[src/rtl/arbitro_memoria_dados.sv]
// Round-robin arbiter between two word-request ports sharing one single-port data memory.
// Each granted access spends one cycle in ACCESS and one in RESP, so the peak rate is one access every three cycles.
module arbitro_memoria_dados #(
    parameter int DATA_W = 32,
    parameter int DEPTH  = 32
) (
    input  logic              clock,
    input  logic              reset,
    input  logic              req_a,
    input  logic              we_a,
    input  logic [31:0]       addr_a,
    input  logic [DATA_W-1:0] wdata_a,
    output logic              ack_a,
    output logic              err_a,
    output logic [DATA_W-1:0] rdata_a,
    input  logic              req_b,
    input  logic              we_b,
    input  logic [31:0]       addr_b,
    input  logic [DATA_W-1:0] wdata_b,
    output logic              ack_b,
    output logic              err_b,
    output logic [DATA_W-1:0] rdata_b,
    output logic [31:0]       mem_address,
    output logic              mem_write,
    output logic              mem_read,
    output logic [DATA_W-1:0] mem_write_data,
    input  logic [DATA_W-1:0] mem_read_data
);
    typedef enum logic [1:0] {IDLE, ACCESS, RESP} state_t;

    state_t              state, state_nxt;
    logic                sel, sel_nxt;               // 0 = A, 1 = B
    logic                last_grant, last_grant_nxt; // 0 = A, 1 = B
    logic                ack_a_nxt, ack_b_nxt, err_a_nxt, err_b_nxt;
    logic                mem_write_nxt, mem_read_nxt;
    logic [31:0]         mem_address_nxt;
    logic [DATA_W-1:0]   mem_write_data_nxt, rdata_a_nxt, rdata_b_nxt;

    logic                grant_b, g_we, g_ok;
    logic [31:0]         g_addr;
    logic [DATA_W-1:0]   g_wdata;

    // On a tie the port that was not served last wins.
    assign grant_b = req_b && (!req_a || !last_grant);
    assign g_addr  = grant_b ? addr_b  : addr_a;
    assign g_we    = grant_b ? we_b    : we_a;
    assign g_wdata = grant_b ? wdata_b : wdata_a;
    assign g_ok    = g_addr < 32'(DEPTH);

    always_ff @(posedge clock or negedge reset) begin
        if (!reset) begin
            state          <= IDLE;
            sel            <= 1'b0;
            last_grant     <= 1'b1;
            ack_a          <= 1'b0;
            ack_b          <= 1'b0;
            err_a          <= 1'b0;
            err_b          <= 1'b0;
            mem_write      <= 1'b0;
            mem_read       <= 1'b0;
            mem_address    <= '0;
            mem_write_data <= '0;
            rdata_a        <= '0;
            rdata_b        <= '0;
        end else begin
            state          <= state_nxt;
            sel            <= sel_nxt;
            last_grant     <= last_grant_nxt;
            ack_a          <= ack_a_nxt;
            ack_b          <= ack_b_nxt;
            err_a          <= err_a_nxt;
            err_b          <= err_b_nxt;
            mem_write      <= mem_write_nxt;
            mem_read       <= mem_read_nxt;
            mem_address    <= mem_address_nxt;
            mem_write_data <= mem_write_data_nxt;
            rdata_a        <= rdata_a_nxt;
            rdata_b        <= rdata_b_nxt;
        end
    end

    always_comb begin
        state_nxt          = state;
        sel_nxt            = sel;
        last_grant_nxt     = last_grant;
        ack_a_nxt          = 1'b0;
        ack_b_nxt          = 1'b0;
        err_a_nxt          = 1'b0;
        err_b_nxt          = 1'b0;
        mem_write_nxt      = mem_write;
        mem_read_nxt       = mem_read;
        mem_address_nxt    = mem_address;
        mem_write_data_nxt = mem_write_data;
        rdata_a_nxt        = rdata_a;
        rdata_b_nxt        = rdata_b;
        case (state)
            IDLE: begin
                if (req_a || req_b) begin
                    sel_nxt        = grant_b;
                    last_grant_nxt = grant_b;
                    if (g_ok) begin
                        mem_address_nxt    = g_addr;
                        mem_write_data_nxt = g_wdata;
                        mem_write_nxt      = g_we;
                        mem_read_nxt       = !g_we;
                        state_nxt          = ACCESS;
                    end else begin
                        // Rejected address: the memory is never touched.
                        ack_a_nxt = !grant_b;
                        ack_b_nxt = grant_b;
                        err_a_nxt = !grant_b;
                        err_b_nxt = grant_b;
                        state_nxt = RESP;
                    end
                end
            end
            ACCESS: begin
                // readData settled at the mid-cycle negedge; write commits on this edge.
                mem_write_nxt = 1'b0;
                mem_read_nxt  = 1'b0;
                if (mem_read) begin
                    if (sel) rdata_b_nxt = mem_read_data;
                    else     rdata_a_nxt = mem_read_data;
                end
                ack_a_nxt = !sel;
                ack_b_nxt = sel;
                state_nxt = RESP;
            end
            RESP:    state_nxt = IDLE;
            default: state_nxt = IDLE;
        endcase
    end
endmodule

[config.mk]
export PLATFORM = sky130hd
export DESIGN_NAME = arbitro_memoria_dados
export DESIGN_NICKNAME = d
export VERILOG_FILES = /design/src/rtl/arbitro_memoria_dados.sv
export SDC_FILE = /design/constraint.sdc
export NUM_CORES = 1
export LEC_CHECK = 0
export ABC_AREA = 1
export CORE_UTILIZATION = 50
export DETAILED_ROUTE_END_ITERATION = 8
export DONT_BUFFER_PORTS = 1
export HOLD_SLACK_MARGIN = 0.08
export PLACE_DENSITY = 0.62
export REMOVE_ABC_BUFFERS = 1
export SLEW_MARGIN = 20
export SYNTH_ARGS = -nofsm -noshare
export SYNTH_HDL_FRONTEND = slang
export SYNTH_SLANG_ARGS = --single-unit
[constraint.sdc]
create_clock -name clock -period 2.6 [get_ports clock]
set_input_delay 0.26 -clock clock [delete_from_list [all_inputs] [get_ports clock]]
set_output_delay 0.26 -clock clock [all_outputs]
set_load 0.03 [all_outputs]
==> summary.txt <==
Synthesis
  • Flop and latch count out of synthesis: 138
  • Top cell type's share of synthesized area: 0.527
  • Cell taking the most area after synthesis: dfrtp_1
  • Top post-synthesis cells by area: dfrtp_1 (53%), nand2_1 (14%), inv_1 (9.5%)
  • Number of synthesized flops with an enable pin: 0
  • Ys async rst share: 1.00
  • Avg Cell Area, Syn: 8.26 um2
  • Distinct cell type count after synthesis: 22
  • Mapped Area: 6500 um2
  • Post-synthesis sequential area ratio: 0.531
  • Most numerous cell in the Yosys netlist: nand2_1
  • Synth warn: 0
  • Most frequent cells after synthesis: nand2_1 (250), inv_1 (164), dfrtp_1 (137), o21ai_0 (68)
  • Ys flop type: dfrtp_1
  • Synth Instances: 787

Finish
  • FF+latch area: 3450 um2
  • # diodes: 0
  • Fin util: 0.607
  • Final instance area: 7700 um2
  • Area Growth Syn to Fin: 18.4%
  • Layout cell share with drive strength beyond 1: 0.0612
  • Filler cell count: 1127
  • Final net count: 987
  • Multi-input gate area: 2220 um2

Power and ir drop
  • Clock share of power: 0.508
  • Cell-internal power: 4.12 mW
  • Leak Pwr: 4.39 nW
  • Switching power: 1.14 mW
  • Peak VDD IR: 0.457 mV
  • Pwr Density: 683 nW/um2
  • Sequential Power Share: 0.425
  • Sw Share: 0.216
  • Combinational share of power: 0.067

Timing
  • Fin Hold WS: -0.458 ns
  • Hold Vio Cnt, Final: 138
  • Worst Skew: 0.0140 ns
  • F_max: 0.413 GHz
  • Final worst-path cycle share: 0.930
  • Slew margin rel.: 0.617
  • RSZ-0062 raised after global routing: false
  • Setup TNS: 0 ns
  • Worst Max-Slew Pin Slew: 0.573 ns
  • Final setup fails: 0
  • Crit path time final: 2.42 ns
  • Fin. max-slew vios: 0

Die
  • Row cnt: 41
  • Die ar.: 13500 um2
  • Core footprint: 12700 um2
  • DIE HEIGHT: 116 um
  • I/O pin count: 300
  • Starting Density: 0.513
  • Chip width: 116 um

GRT
  • Grt ovf: 0
  • First-pass GRT wire length: 23.7 mm
  • Vias in the first global route: 4887
  • GRT Total Usage: 0.233
  • Initial antenna violation count: 0
  • Largest net degree at the start of global routing: 139

Clock network
  • Root buf cell: clkbuf_16
  • H-tree depth: 4
  • Worst-skew pair later-pin latency: 0.42 ns
  • TritonCTS Buffers: 17
  • Clock sink total: 138
  • Clock Path Buffers: 2
  • CTS tree: built
  • Clock slew at reported path FFs: 0.06 ns
  • Post-CTS Hold Buffers: 43

Detailed routing
  • Via count: 5084
  • Wirelength per Cell: 15.6 um
  • DR iter-0 viols: 338
  • Final WL: 15.7 mm
  • Drt via density: 5.05
  • Routed Antenna Nets: 0
  • Residual DRC: 0
  • First-pass iteration count of the detailed router: 5

Critical path
  • Required time worst endpoint: 2.92 ns
  • WP data arrival: 2.74 ns
  • Critical path type: reg2reg
  • Endpoint type of the worst setup path: flop
  • CP Launch Type: flop
  • Critical path peak fanout: 30

Placement
  • PortBufs: 0
  • Final GP Congestion: 0.874
  • Placed cell area: 6600 um2
  • DP HPWL: 10.9 mm

Worst hold path
  • Hold Path Class: in2async

Run status
  • Status: complete, but fails checks
  • Failing checks: hold timing

Job
  • Max-cap viol count: 0
## metal layers
layer	track usage	routed length, um	vias to the layer above
li1	-	-	2461
met4	0.0872	268	0
met2	0.410	8020	228
met1	0.254	6000	2375
met3	0.0915	1450	20
met5	0	0	-
## registers in the layout, summed over array words and instances (netlist names)
name / cells
ack_b: 1
mem_write: 1
last_grant: 1
sel: 1
ack_a: 1
mem_address: 32
mem_read: 1
mem_write_data: 32
state: 2
rdata_a: 32
rdata_b: 32
err_a: 1
err_b: 1
## critical path: stages, from the launching register on
cell	delay, ns
dfstp_2	0.52
nand2_1	0.09
nand2_4	0.21
buf_4	0.46
mux2i_1	0.25
dlygate4sd3_1	0.57
nand4_1	0.09
nand2_1	0.09
inv_1	0.04
## logic make-up (layout without fill, tap and decap cells)
logic type | Yosys count | in the layout | share of synthesized area
simple gates | 336 | 336 | 0.227
compound gates | 71 | 71 | 0.0550
buf+inv | 205 | 252 | 0.130
mux | 37 | 37 | 0.0570
flops | 138 | 138 | 0.531
## cell type report
| type | count | area share |
|---|---|---|
| Tap cell | 172 | 0.0280 |
| Clock inverter | 9 | 0.0239 |
| Multi-Input combinational cell | 444 | 0.289 |
| Inverter | 164 | 0.0800 |
| Timing Repair Buffer | 56 | 0.0686 |
| Sequential cell | 138 | 0.449 |
| Clock buffer | 23 | 0.0621 |
## power groups by stage
| stage | Clock, mW | Sequential, mW | Combinational [mW] |
|---|---|---|---|
| 6_report | 2.67 | 2.23 | 0.352 |
| 5_1_grt | 2.81 | 2.24 | 0.391 |
| 4_1_cts | 2.71 | 2.23 | 0.350 |
| 3_5_place_dp | 0 | 2.27 | 0.292 |
| 3_3_place_gp | 0 | 2.27 | 0.283 |
| 2_1_floorplan | 0 | 2.26 | 0.229 |
## layout by cell type, fill, tap and decap left out, drive strengths merged
master / n
a21oi: 1
or2: 1
nor3: 1
inv: 165
mux2i: 37
nand4: 37
dlygate4sd3: 43
nand2: 251
dfrtp: 137
nand3b: 20
nor2: 19
nand3: 7
clkinvlp: 1
clkbuf: 23
o22ai: 2
bufinv: 5
buf: 13
dfstp: 1
clkinv: 2
o21ai: 68
## final timing paths
kind / start / endpoint / slack (ns) / cells past startpoint
min reg2reg: last_grant$_DFFE_PN1P_ / last_grant$_DFFE_PN1P_ / 0.48 / 2
min in group clock: addr_b[2] / mem_address[2]$_DFFE_PN0P_ / 0.09 / 4
max: last_grant$_DFFE_PN1P_ / mem_write_data[14]$_DFFE_PN0P_ / 0.18 / 8
max reg2reg: last_grant$_DFFE_PN1P_ / mem_write_data[14]$_DFFE_PN0P_ / 0.18 / 8
min: reset / mem_address[28]$_DFFE_PN0P_ / -0.46 / 0
max in group asynchronous: reset / last_grant$_DFFE_PN1P_ / 2.82 / 0
## metrics by stage
step	power [mW]	setup WS, ns	std cells
finish	5.25	0.182	1006
global placement	2.56	0.255	931
detailed placement	2.57	0.180	931
global route	5.44	0.0249	1006
floorplan	2.49	-1.24	746
CTS	5.30	0.0935	1006
## what timing repair did
item                                    4_1_cts  5_1_grt
setup buffers                                 0        0
hold endpoints to repair                    209      138
resized for setup                             0        1
endpoints found under the setup margin        0        9
No activity file was read; power rests on OpenSTA's default activity.
